### config.mk
export PLATFORM = sky130hd
export DESIGN_NAME = csel_pipe_adder
export DESIGN_NICKNAME = d
export VERILOG_FILES = /design/src/rtl/csel_pkg.sv /design/src/rtl/csel_block.sv /design/src/rtl/csel_pipe_adder.sv
export SDC_FILE = /design/constraint.sdc
export NUM_CORES = 1
export LEC_CHECK = 0
export BUFFER_PORTS_ARGS = -buffer_cell sky130_fd_sc_hd__buf_2
export CORE_MARGIN = 1.5
export CORE_UTILIZATION = 52
export CTS_CLUSTER_DIAMETER = 120
export DETAILED_ROUTE_END_ITERATION = 8
export GPL_ROUTABILITY_DRIVEN = 0
export PLACE_DENSITY = 0.76
export SLEW_MARGIN = 20
export SYNTH_ARGS = -nofsm -noshare
export SYNTH_HDL_FRONTEND = slang
export SYNTH_SLANG_ARGS = --single-unit
### constraint.sdc
create_clock -name clk -period 6.8 [get_ports clk]
set_clock_uncertainty 0.05 [all_clocks]
set_input_delay 1.7 -clock clk [delete_from_list [all_inputs] [get_ports clk]]
set_output_delay 1.7 -clock clk [all_outputs]
set_load 0.01 [all_outputs]
### src/rtl/csel_pkg.sv
// Shared sizing helpers for the pipelined carry-select adder.
//   csel_num_blocks : number of BLOCK-wide carry-select blocks in WIDTH bits
//   csel_num_stages : number of pipeline stages when BPS blocks share a stage
// The CSEL_DEF_* constants describe the default configuration of the top.
package csel_pkg;

  function automatic int csel_num_blocks(input int width, input int block);
    return width / block;
  endfunction

  function automatic int csel_num_stages(input int width, input int block, input int bps);
    return ((width / block) + bps - 1) / bps;
  endfunction

  localparam int CSEL_DEF_WIDTH = 32;
  localparam int CSEL_DEF_BLOCK = 4;
  localparam int CSEL_DEF_BPS   = 2;
  localparam int CSEL_DEF_NB    = csel_num_blocks(CSEL_DEF_WIDTH, CSEL_DEF_BLOCK);
  localparam int CSEL_DEF_NS    = csel_num_stages(CSEL_DEF_WIDTH, CSEL_DEF_BLOCK, CSEL_DEF_BPS);

endpackage

### src/rtl/csel_block.sv
// One carry-select block: both candidate sums (carry-in 0 and carry-in 1)
// are rippled in parallel and the real incoming carry picks one.
// Ports:
//   a, b  : BLOCK-bit operand slices
//   ci    : incoming carry (select)
//   s     : selected sum slice
//   co    : carry out of the block
//   c_msb : carry into the block's top bit (for signed overflow)
module csel_block #(
  parameter int BLOCK = 4
) (
  input  logic [BLOCK-1:0] a,
  input  logic [BLOCK-1:0] b,
  input  logic             ci,
  output logic [BLOCK-1:0] s,
  output logic             co,
  output logic             c_msb
);

  logic [BLOCK:0] w_r0;
  logic [BLOCK:0] w_r1;

  assign w_r0 = {1'b0, a} + {1'b0, b};
  assign w_r1 = {1'b0, a} + {1'b0, b} + {{BLOCK{1'b0}}, 1'b1};

  assign {co, s} = ci ? w_r1 : w_r0;

  // The carry into the top bit is recovered from the top sum bit and its operands.
  assign c_msb = s[BLOCK-1] ^ a[BLOCK-1] ^ b[BLOCK-1];

endmodule

### src/rtl/csel_pipe_adder.sv
// Pipelined carry-select adder/subtractor with a valid/ready handshake.
// Stage k resolves blocks k*BPS .. min((k+1)*BPS,NB)-1 using the carry
// registered by stage k-1; the whole pipeline stalls together when the
// output holds a result the consumer has not taken.
// Ports:
//   clk, rst             : clock, synchronous active-high reset
//   in_valid / in_ready  : operand handshake (in_ready = ~out_valid | out_ready)
//   a, b, cin, sub       : operands, carry-in (ignored when sub), subtract select
//   out_valid / out_ready: result handshake
//   sum, cout, ovf       : result, carry out (no-borrow when sub), signed overflow
module csel_pipe_adder
  import csel_pkg::*;
#(
  parameter int WIDTH = CSEL_DEF_WIDTH,
  parameter int BLOCK = CSEL_DEF_BLOCK,
  parameter int BPS   = CSEL_DEF_BPS
) (
  input  logic             clk,
  input  logic             rst,
  input  logic             in_valid,
  output logic             in_ready,
  input  logic [WIDTH-1:0] a,
  input  logic [WIDTH-1:0] b,
  input  logic             cin,
  input  logic             sub,
  output logic             out_valid,
  input  logic             out_ready,
  output logic [WIDTH-1:0] sum,
  output logic             cout,
  output logic             ovf
);

  localparam int NB = csel_num_blocks(WIDTH, BLOCK);
  localparam int NS = csel_num_stages(WIDTH, BLOCK, BPS);

  if (WIDTH % BLOCK != 0) begin : g_bad_width
    $error("csel_pipe_adder: WIDTH must be a multiple of BLOCK");
  end
  if (BPS < 1) begin : g_bad_bps
    $error("csel_pipe_adder: BPS must be at least 1");
  end

  // Per-stage registers; index k is the register set at the end of stage k.
  logic [WIDTH-1:0] r_a    [NS];
  logic [WIDTH-1:0] r_b    [NS];
  logic [WIDTH-1:0] r_sum  [NS];
  logic             r_c    [NS];
  logic             r_cmsb [NS];
  logic             r_vld  [NS];

  logic             w_adv;
  logic [WIDTH-1:0] w_b_eff;
  logic             w_cin_eff;

  assign w_adv    = ~out_valid | out_ready;
  assign in_ready = w_adv;

  assign w_b_eff   = b ^ {WIDTH{sub}};
  assign w_cin_eff = sub | cin;

  for (genvar s = 0; s < NS; s++) begin : g_stage
    localparam int LO  = s * BPS;
    localparam int HI  = ((s + 1) * BPS < NB) ? (s + 1) * BPS : NB;
    localparam int NBS = HI - LO;

    logic [WIDTH-1:0] w_a_in;
    logic [WIDTH-1:0] w_b_in;
    logic [WIDTH-1:0] w_sum_in;
    logic [WIDTH-1:0] w_sum_nxt;
    logic             w_ci_in;
    logic             w_vld_in;
    logic [NBS:0]     w_c;
    logic [NBS-1:0]   w_cm;
    logic [BLOCK-1:0] w_s [NBS];

    // ---- stage input: ports for stage 0, previous register set otherwise ----
    if (s == 0) begin : g_src
      assign w_a_in   = a;
      assign w_b_in   = w_b_eff;
      assign w_sum_in = '0;
      assign w_ci_in  = w_cin_eff;
      assign w_vld_in = in_valid;
    end else begin : g_src
      assign w_a_in   = r_a[s-1];
      assign w_b_in   = r_b[s-1];
      assign w_sum_in = r_sum[s-1];
      assign w_ci_in  = r_c[s-1];
      assign w_vld_in = r_vld[s-1];
    end

    assign w_c[0] = w_ci_in;

    for (genvar j = 0; j < NBS; j++) begin : g_blk
      csel_block #(.BLOCK(BLOCK)) u_blk (
        .a     (w_a_in[(LO + j) * BLOCK +: BLOCK]),
        .b     (w_b_in[(LO + j) * BLOCK +: BLOCK]),
        .ci    (w_c[j]),
        .s     (w_s[j]),
        .co    (w_c[j + 1]),
        .c_msb (w_cm[j])
      );
    end

    // Resolved sum so far: earlier stages' bits pass through, this stage's
    // blocks overwrite their slices; higher slices are don't-care.
    always_comb begin
      w_sum_nxt = w_sum_in;
      for (int i = 0; i < NBS; i++) begin
        w_sum_nxt[(LO + i) * BLOCK +: BLOCK] = w_s[i];
      end
    end

    // ---- stage register boundary ----
    always_ff @(posedge clk) begin
      if (rst) begin
        r_vld[s] <= 1'b0;
      end else if (w_adv) begin
        r_vld[s] <= w_vld_in;
      end
    end

    always_ff @(posedge clk) begin
      if (w_adv) begin
        r_a[s] <= w_a_in;
        r_b[s] <= w_b_in;
      end
    end

    if (s == NS - 1) begin : g_last
      // The final register set drives the outputs, so it is cleared on reset.
      always_ff @(posedge clk) begin
        if (rst) begin
          r_sum[s]  <= '0;
          r_c[s]    <= 1'b0;
          r_cmsb[s] <= 1'b0;
        end else if (w_adv) begin
          r_sum[s]  <= w_sum_nxt;
          r_c[s]    <= w_c[NBS];
          r_cmsb[s] <= w_cm[NBS-1];
        end
      end
    end else begin : g_mid
      always_ff @(posedge clk) begin
        if (w_adv) begin
          r_sum[s]  <= w_sum_nxt;
          r_c[s]    <= w_c[NBS];
          r_cmsb[s] <= w_cm[NBS-1];
        end
      end
    end
  end

  // ---- output boundary ----
  assign out_valid = r_vld[NS-1];
  assign sum       = r_sum[NS-1];
  assign cout      = r_c[NS-1];
  assign ovf       = r_cmsb[NS-1] ^ r_c[NS-1];

endmodule

==> results of run 1 <==
[power by group through the flow]
stage | logic [W] | clock network [W] | registers (W)
global route | 0.000537 | 0.000913 | 0.00163
floorplan | 0.000316 | 0 | 0.00164
detailed placement | 0.000478 | 0 | 0.00164
global placement | 0.000454 | 0 | 0.00162
CTS | 0.000482 | 0.000871 | 0.00161
finish | 0.000478 | 0.000851 | 0.00161
[layout by cell type, fill, tap and decap left out, types with 3 or more instances in the layout]
cell type and n:
o21ai_1 3, xor2_1 53, and2_1 28, clkbuf_16 17, nand2_1 8, nand4_1 10
nand3_2 3, mux2_1 3, inv_1 11, o21ai_0 6, edfxtp_1 185, buf_2 105
clkbuf_1 4, mux2_2 3, nor2b_1 3, fa_1 8, nor2_1 18, a21oi_1 18
a21o_1 10, ha_1 40, xnor2_1 26, o21a_1 3
[path summary, 6_finish.rpt]
path                   start          end  slack [ns]
setup reg to reg   r_b[0][8]       r_c[1]        3.85
hold / removal    r_a[0][16]   r_a[1][16]        0.37
setup / recovery         sub  r_sum[0][5]        2.02
hold reg to reg   r_a[0][16]   r_a[1][16]        0.37
[metal layers]
metal	GRT usage, %	up-vias	share of wire [%]
met3	4.72	19	4.4
met2	27.0	94	52
li1	-	2013	-
met1	17.5	1931	41
met5	0	-	0
met4	7.23	0	2.3
[kinds of logic (layout without fill, tap and decap cells)]
logic type,Yosys count,in the layout,synth area share (%)
DFF,185,185,69.9
and+or+nand+nor,88,88,6.63
xor gates and xnor gates,80,80,8.91
AOI/OAI and AO/OA,51,51,4.20
adders and majority gates,48,48,8.31
buffers and inverters,21,144,1.10
muxes,7,7,0.976
other,0,1,0
[registers in the layout, indices dropped and copies added (netlist names)]
register	flops
r_c	4
r_b	48
r_a	48
r_sum	80
r_cmsb	1
r_vld	4
[final cells by class]
| type | count | area, um^2 | area share [%] |
|---|---|---|---|
| antenna | 1 | 2.50 | 0.0272 |
| clock buffer | 21 | 440 | 4.80 |
| clock inverter | 6 | 55.1 | 0.599 |
| inverter | 11 | 41.3 | 0.450 |
| multi-input combinational | 274 | 2320 | 25.2 |
| sequential | 185 | 5560 | 60.5 |
| tap | 188 | 235 | 2.56 |
| timing repair buffer | 106 | 537 | 5.84 |
[metrics by stage]
stage | util [%] | hold WS (ns) | total power, W | cell area [um^2] | setup WS [ns]
floorplan | - | 0.350 | 0.00195 | 7950 | 1.41
global placement | 57.5 | 0.351 | 0.00208 | 8680 | 1.80
detailed placement | 57.5 | 0.355 | 0.00211 | 8680 | 1.62
CTS | 60.8 | 0.366 | 0.00297 | 9180 | 2.05
global route | 60.8 | 0.373 | 0.00308 | 9180 | 1.78
finish | 60.9 | 0.368 | 0.00294 | 9180 | 2.02
==> run metrics, run 1 <==
Floorplan Core Area 15,100 um^2; type of the worst setup path in -> reg; WL/cell 14.5 um; Buf+Inv Stages, Crit Path 3; CTS tree built; placement row count 45; portion of total power attributed to the clock network 29.0%; global-route usage over all layers 15.5%; sequential fraction of the synthesis area 69.9%; number of storage elements in the synthesis netlist 185; cell type of the slowest stage on the worst timing path buf_2; Hold Fails Final Rpt 0; proportion of layout cells with a drive suffix above 1 23.5%; maximum fanout along the worst path 34; net count after synthesis 598; number of enable flip-flop cells after synthesis 185; number of optimization iterations in the first detailed-route pass 6; final setup TNS 0 ns; Slew @ Worst Pin 1.00 ns; clock root cell clkbuf_16; Comb power frac 16.3%; Synth warnings 0; leading post-synthesis cells by instance count edfxtp_1, xor2_1, ha_1; floorplan die height 127 um; I/O pins 106; initial core utilization 52.7%; vias in the first global route 4,028; final critical delay including setup and external delays 4.78 ns; Final Non-Filler Cells 792; total setup buffers inserted after CTS 0; CP Cell Sequence buf_2, xor2_1, ha_1, inv_1, fa_1, inv_1, ha_1, o21ai_1, a2111oi_0, a2bb2oi_1, nand3_2, mux2_1; Unique masters post-synth 46; netlist area before placement 7950 um^2; class of the worst hold path reg -> reg; leakage component of the power 3.75 nW; PostCTS Resize Cnt 0; cell count after synthesis 480; Data arrival, critical path 4.90 ns; kind of end point of the critical path register; leading area contributor after synthesis edfxtp_1; input/output buffers 105; cell internal power dissipation 0.00225 W; post-cts hold buffer count 0; count of filler cells inserted in the layout 1,130; IR drop worst, VDD 186 uV; count of antenna-violating nets left after detailed routing 0; Hold Path Cell Cnt 0; via count normalized by instance count 5.12; Crit path depth 12; Largest delay share family, worst path buffers and inverters; biggest area contributors in the synthesized netlist edfxtp_1, ha_1, xor2_1, xnor2_1, and2_1; net count of the finished layout 713; number of endpoints failing setup at the final stage 0; proportion of netlist area held by the largest area contributor 69.9%; average cell area after synthesis 16.6 um^2; number of antenna violations at the first check in global routing 0; most used flip-flop cell after synthesis edfxtp_1; wire length of the first global-routing pass 18.9 mm; most common cell in the netlist edfxtp_1; ratio of total power to cell area 320 nW/um^2; number of cells traversed by the worst register-to-register path 9; headroom to the max-slew limit 33.3%; insertion delay to the later sink of the worst-skew pair 0.42 ns; DIE WIDTH 127 um; clock buffer count from CTS 17; Seq pwr share 54.8%; DRT Wirelength 11.5 mm; total global routing overflow 0; share of flip-flops with an asynchronous set or reset 0%; number of instances in the placed design 764; result of the run complete, no violations; DRC 0; required time reported for the critical path endpoint 6.91 ns; depth of the CTS H-tree 4; Die Footprint 16,000 um^2; net switching power of the design 0.000684 W; area overhead of the layout relative to synthesis 15.5%; clk sinks 185; max incr delay on CP 0.75 ns; CP startpoint kind input pin; maximum clock frequency 0.209 GHz; maximum count of clock buffers along a single path 2; pin count of the biggest net entering global routing 96; share of the clock period used by the worst path after layout 70.3%; HPWL Detailed 7.98 mm; violation count after the first detailed-routing iteration 190; Max-cap violations 0; final number of max-transition violations 0; switching share of total power 23.3%; overall via count from detail_route 4,057; setup repair after global routing missed its margin no; clock-pin slew on the worst setup and hold paths 0.06 ns
Note: power is estimated with default switching activity, not from simulation.
==> run 2: changes to the inputs <==
==> constraint.sdc (replaced) <==
create_clock -name clk -period 4.3 [get_ports clk]
set_clock_uncertainty 0.05 [all_clocks]
set_input_delay 1.075 -clock clk [delete_from_list [all_inputs] [get_ports clk]]
set_output_delay 1.075 -clock clk [all_outputs]
set_load 0.01 [all_outputs]
==> run 2 against run 1 <==
Effect of this change: first-iteration DRC count decreased by 25%; setup slack lost 1.3 ns; hold slack worse by 0.0014 ns; sequential share of layout area down 0.73 points; die area stayed put; utilization is 0.75 points higher; critical endpoint unchanged; critical path depth unchanged; sequential cell count is the same; final cell count increased by 0.51%; highest routed layer unchanged; largest power group unchanged; register-to-register slack worse by 2.5 ns; combinational power rose by 58%.
==> run metrics, run 2 (same netlist as run 1, synthesis figures left out) <==
Data arrival, critical path 3.71 ns; Crit Reg-Reg Endpoint r_c[1]; largest reg by FF count r_sum; Buf+Inv Stages, Crit Path 3; setup repair after global routing missed its margin no; highest metal layer with signal wires met4; kind of end point of the critical path register; DIE WIDTH 127 um; initial core utilization 52.7%; net count of the finished layout 715; commonest cells after routing, fill and taps aside edfxtp_1, buf_2, xor2_1, ha_1, and2_1; number of optimization iterations in the first detailed-route pass 4; overall via count from detail_route 4,107; type of the worst setup path in -> reg; area overhead of the layout relative to synthesis 16.9%; ratio of total power to cell area 522 nW/um^2; depth of the CTS H-tree 4; HPWL Detailed 8.15 mm; headroom to the max-slew limit 36.9%; final setup TNS 0 ns; result of the run complete, no violations; maximum clock frequency 0.279 GHz; share of the clock period used by the worst path after layout 83.5%; Top Registers r_sum x80, r_a x48, r_b x48; Hold Path Cell Cnt 0; maximum count of clock buffers along a single path 2; leakage component of the power 3.81 nW; setup slack on the worst flop-to-flop path 1.39 ns; DRC 0; clock root cell clkbuf_16; CP Cell Sequence buf_2, xor2_1, ha_1, inv_1, fa_1, inv_1, ha_1, o21ai_1, a2111oi_0, a2bb2oi_1, nand3_2, mux2_1; number of antenna violations at the first check in global routing 0; via count normalized by instance count 5.16; wire length of the first global-routing pass 18.8 mm; number of antenna cells inserted 0; violation count after the first detailed-routing iteration 143; clock buffer count from CTS 17; final critical delay including setup and external delays 3.59 ns; floorplan die height 127 um; total setup buffers inserted after CTS 0; cell type of the slowest stage on the worst timing path a2111oi_0; total global routing overflow 0; CTS tree built; Slew @ Worst Pin 0.946 ns; count of filler cells inserted in the layout 1,146; DRT met1 WL 4.84 mm; pin count of the biggest net entering global routing 113; proportion of layout cells with a drive suffix above 1 24.3%; startpoint of the worst-slack reg-to-reg timing path r_b[0][8]; WL/cell 14.9 um; number of cells traversed by the worst register-to-register path 9; clock-pin slew on the worst setup and hold paths 0.06 ns; placement row count 45; Die Footprint 16,000 um^2; I/O pins 106; Largest delay share family, worst path compound AO/OA/AOI/OAI gates; design area 9300 um^2; DRT Wirelength 11.9 mm; post-cts hold buffer count 0; hold worst-path end r_sum[2][1]; maximum fanout along the worst path 5; final number of max-transition violations 0; Floorplan Core Area 15,100 um^2; Hold Startpoint r_sum[1][1]; met3 WL 477 um; CP startpoint kind input pin; required time reported for the critical path endpoint 4.42 ns; count of antenna-violating nets left after detailed routing 0; max reg flops 80; launching element of the worst setup path sub; Hold Fails Final Rpt 0; PostCTS Resize Cnt 0; Post-DP Area 8710 um^2; number of endpoints failing setup at the final stage 0; vias in the first global route 4,064; IR drop worst, VDD 318 uV; most frequent standard cell in the layout excluding fill and tap cells edfxtp_1; Max-cap violations 0; input/output buffers 105; clk sinks 185; class of the worst hold path reg -> reg; insertion delay to the later sink of the worst-skew pair 0.42 ns; max incr delay on CP 0.64 ns; global-route usage over all layers 15.5%; Crit path depth 12; Met2 Wirelength 6.34 mm
-- run 2: changes by cell type in the layout (fill, tap and decap cells not counted) --
| cell | previous run | this run |
|---|---|---|
| diode_2 | 1 | 0 |
| clkinv_1 | 2 | 4 |
| buf_6 | 1 | 0 |
| buf_4 | 0 | 2 |
| bufinv_16 | 1 | 4 |
| clkbuf_1 | 4 | 1 |
| buf_12 | 0 | 1 |
| clkinv_2 | 2 | 3 |
-- run 2: how the worst max path moves through the flow --
stage | to
after global placement | r_sum[0][5]
after global routing | r_sum[0][5]
final | r_sum[0][5]
after CTS | r_sum[0][5]
after detailed placement | r_sum[0][5]
after floorplan | r_c[3]
-- run 2: per-layer routing --
metal,track usage [%],vias to the layer above
li1,-,2020
met1,17.2,1971
met2,27.7,98
met3,4.64,18
met4,6.90,0
met5,0,-
-- run 2: power by group --
group,leakage [nW],internal [W],switching [W]
logic,1.53,0.000357,0.000398
clock network,0.285,0.000954,0.000603
registers,1.99,0.00244,0.000107
total,3.81,0.00375,0.00111
-- run 2: metrics by stage --
stage / std cells / setup WS, ns / util [%] / hold WS [ns] / total power (W)
floorplan: 480 / 0.0406 / - / 0.350 / 0.00309
global placement: 766 / 0.623 / 57.7 / 0.351 / 0.00329
detailed placement: 766 / 0.415 / 57.7 / 0.355 / 0.00334
CTS: 796 / 0.852 / 61.6 / 0.369 / 0.00491
global route: 796 / 0.650 / 61.6 / 0.373 / 0.00509
finish: 796 / 0.710 / 61.6 / 0.366 / 0.00486
-- run 2: layout make-up --
cell class / instances / area (um^2) / area share (%)
inverters: 11 / 41.3 / 0.444
clock buffers: 18 / 429 / 4.62
multi-input cells: 274 / 2320 / 24.9
clock inverters: 12 / 158 / 1.70
flip-flops and latches: 185 / 5560 / 59.8
well taps: 188 / 235 / 2.53
repair buffers: 108 / 561 / 6.03
==> run 3: changes to the inputs <==
--- a/config.mk
+++ b/config.mk
@@ -5,6 +5,7 @@
 export SDC_FILE = /design/constraint.sdc
 export NUM_CORES = 1
 export LEC_CHECK = 0
+export ABC_AREA = 1
 export BUFFER_PORTS_ARGS = -buffer_cell sky130_fd_sc_hd__buf_2
 export CORE_MARGIN = 1.5
 export CORE_UTILIZATION = 52
==> constraint.sdc (replaced) <==
create_clock -name clk -period 3 [get_ports clk]
set_clock_uncertainty 0.05 [all_clocks]
set_input_delay 0.75 -clock clk [delete_from_list [all_inputs] [get_ports clk]]
set_output_delay 0.75 -clock clk [all_outputs]
set_load 0.01 [all_outputs]
==> run 3 against run 2 <==
Effect of this change: die area grew 0.85%; sequential power grew 46%; synthesized area grew 0.87%; setup slack lost 0.29 ns; routed wire length shrank 1.5%; total power grew 49%; largest power group unchanged; sequential share of layout area shrank 1.0 points; final cell count grew 13%; first-iteration DRC count grew 50%; combinational power grew 64%; synthesized cell count grew 20%.
==> run metrics, run 3 <==
clk sinks 185; depth of the CTS H-tree 4; kind of end point of the critical path register; Data arrival, critical path 2.70 ns; CP startpoint kind input pin; type of the worst setup path in -> reg; net count after synthesis 694; DRC 0; leading post-synthesis cells by instance count edfxtp_1, nand2_1, inv_1; number of storage elements in the synthesis netlist 185; WL/cell 13.0 um; Synth warnings 0; placement row count 45; netlist area before placement 8020 um^2; Die Footprint 16,200 um^2; overall via count from detail_route 4,420; HPWL Detailed 8.19 mm; IR drop worst, VDD 464 uV; most used flip-flop cell after synthesis edfxtp_1; net count of the finished layout 817; number of instances in the placed design 868; final critical delay including setup and external delays 2.58 ns; DIE WIDTH 127 um; maximum fanout along the worst path 7; wire length of the first global-routing pass 19.4 mm; largest reg by FF count r_sum; proportion of netlist area held by the largest area contributor 69.3%; initial core utilization 52.9%; share of the clock period used by the worst path after layout 85.8%; count of antenna-violating nets left after detailed routing 0; input/output buffers 105; insertion delay to the later sink of the worst-skew pair 0.42 ns; Final Non-Filler Cells 899; commonest cells after routing, fill and taps aside edfxtp_1, buf_2, nand2_1, inv_1, xor2_1; proportion of layout cells with a drive suffix above 1 21.7%; Unique masters post-synth 28; leakage component of the power 4.17 nW; post-cts hold buffer count 0; number of endpoints failing setup at the final stage 0; total setup buffers inserted after CTS 0; ratio of total power to cell area 764 nW/um^2; global-route usage over all layers 15.7%; Floorplan Core Area 15,100 um^2; Top Registers r_sum x80, r_a x48, r_b x48; number of optimization iterations in the first detailed-route pass 4; total global routing overflow 0; Slew @ Worst Pin 0.742 ns; required time reported for the critical path endpoint 3.12 ns; PostCTS Resize Cnt 0; CTS tree built; footprint of the multi-input gates 2210 um^2; vias in the first global route 4,435; floorplan die height 127 um; most common cell in the netlist edfxtp_1; clock buffer count from CTS 17; maximum clock frequency 0.388 GHz; class of the worst hold path reg -> reg; pin count of the biggest net entering global routing 148; biggest area contributors in the synthesized netlist edfxtp_1, ha_1, xor2_1, nand2_1, inv_1; final number of max-transition violations 0; via count normalized by instance count 4.92; number of enable flip-flop cells after synthesis 185; maximum count of clock buffers along a single path 2; setup repair after global routing missed its margin no; clock root cell clkbuf_16; count of filler cells inserted in the layout 1,153; number of antenna violations at the first check in global routing 0; headroom to the max-slew limit 50.5%; average cell area after synthesis 13.9 um^2; cell count after synthesis 576; I/O pins 106; sequential cell area in the final layout 5560 um^2; leading area contributor after synthesis edfxtp_1; most frequent standard cell in the layout excluding fill and tap cells edfxtp_1; sequential fraction of the synthesis area 69.3%; number of antenna cells inserted 0; share of flip-flops with an asynchronous set or reset 0%; result of the run complete, no violations; area overhead of the layout relative to synthesis 17.9%; violation count after the first detailed-routing iteration 214; worst hold slack 0.365 ns; Max-cap violations 0; Hold Fails Final Rpt 0; DRT Wirelength 11.7 mm; max reg flops 80; clock-pin slew on the worst setup and hold paths 0.06 ns
[run 3: changes by cell type after synthesis, sizes merged, moves of 4 or more]
cell   previous run  this run
nor2             18        47
nand2             8        78
a21o             11         3
and2             29         0
nand3             5        34
inv              11        67
mux2              6         2
nor2b             4         0
nand4            10         4
xnor2            26         9
[run 3: layout make-up]
type                       instances  share of cell area, %
inverter                          67                   2.66
tap                              188                   2.49
timing repair buffer             111                   6.30
clock inverter                    14                   1.92
sequential                       185                   58.8
multi-input combinational        317                   23.4
clock buffer                      17                   4.50
[run 3: metrics by stage]
stage          setup TNS [ns]  area (um^2)  setup WS [ns]  utilization (%)  total power [W]
3_5_place_dp          -0.0329         8850        -0.0217             58.4          0.00501
2_1_floorplan               0         8040       0.000983                -          0.00461
4_1_cts                     0         9450          0.434             62.4          0.00729
6_report                    0         9450          0.425             62.4          0.00722
3_3_place_gp                0         8850         0.0736             58.4          0.00491
5_1_grt                     0         9450          0.224             62.4          0.00761
[run 3: worst max-delay path, stage by stage]
cell and delay (ns):
buf_2 0.13, xor2_1 0.16, ha_2 0.19, inv_1 0.05, fa_1 0.48, inv_1 0.08
ha_1 0.13, inv_1 0.05, nor3_2 0.17, nand3_1 0.16, nand2_2 0.17, nand2_1 0.06
nand2_1 0.06, nand2_1 0.05
[run 3: final timing paths]
kind,startpoint,endpoint,slack [ns],depth (start not counted)
worst max-delay path,sub,r_sum[0][7],0.42,14
worst min-delay path,r_a[0][30],r_a[1][30],0.37,0
worst max register to register,r_b[2][24],r_cmsb[3],0.48,12
worst min register to register,r_a[0][30],r_a[1][30],0.37,0
[run 3: layer usage]
layer	vias to the layer above	routed length, um	GRT usage (%)	part of all wire (%)
li1	2233	-	-	-
met1	2072	4690	17.5	40
met2	95	6280	28.0	54
met3	20	453	3.98	3.9
met4	0	256	7.75	2.2
met5	-	0	0	0
[run 3: kinds of logic after synthesis]
| family | Yosys count | share of synthesized area (%) |
|---|---|---|
| muxes | 3 | 0.406 |
| AOI/OAI and AO/OA | 30 | 2.06 |
| xor gates and xnor gates | 64 | 7.08 |
| DFF | 185 | 69.3 |
| and+or+nand+nor | 172 | 9.41 |
| buffers and inverters | 74 | 3.53 |
| adders and majority gates | 48 | 8.24 |
[run 3: power breakdown]
part / switching, W / internal (W)
Clock: 0.000894 / 0.00138
Combinational: 0.000717 / 0.000527
Sequential: 0.000172 / 0.00353
Total: 0.00178 / 0.00544
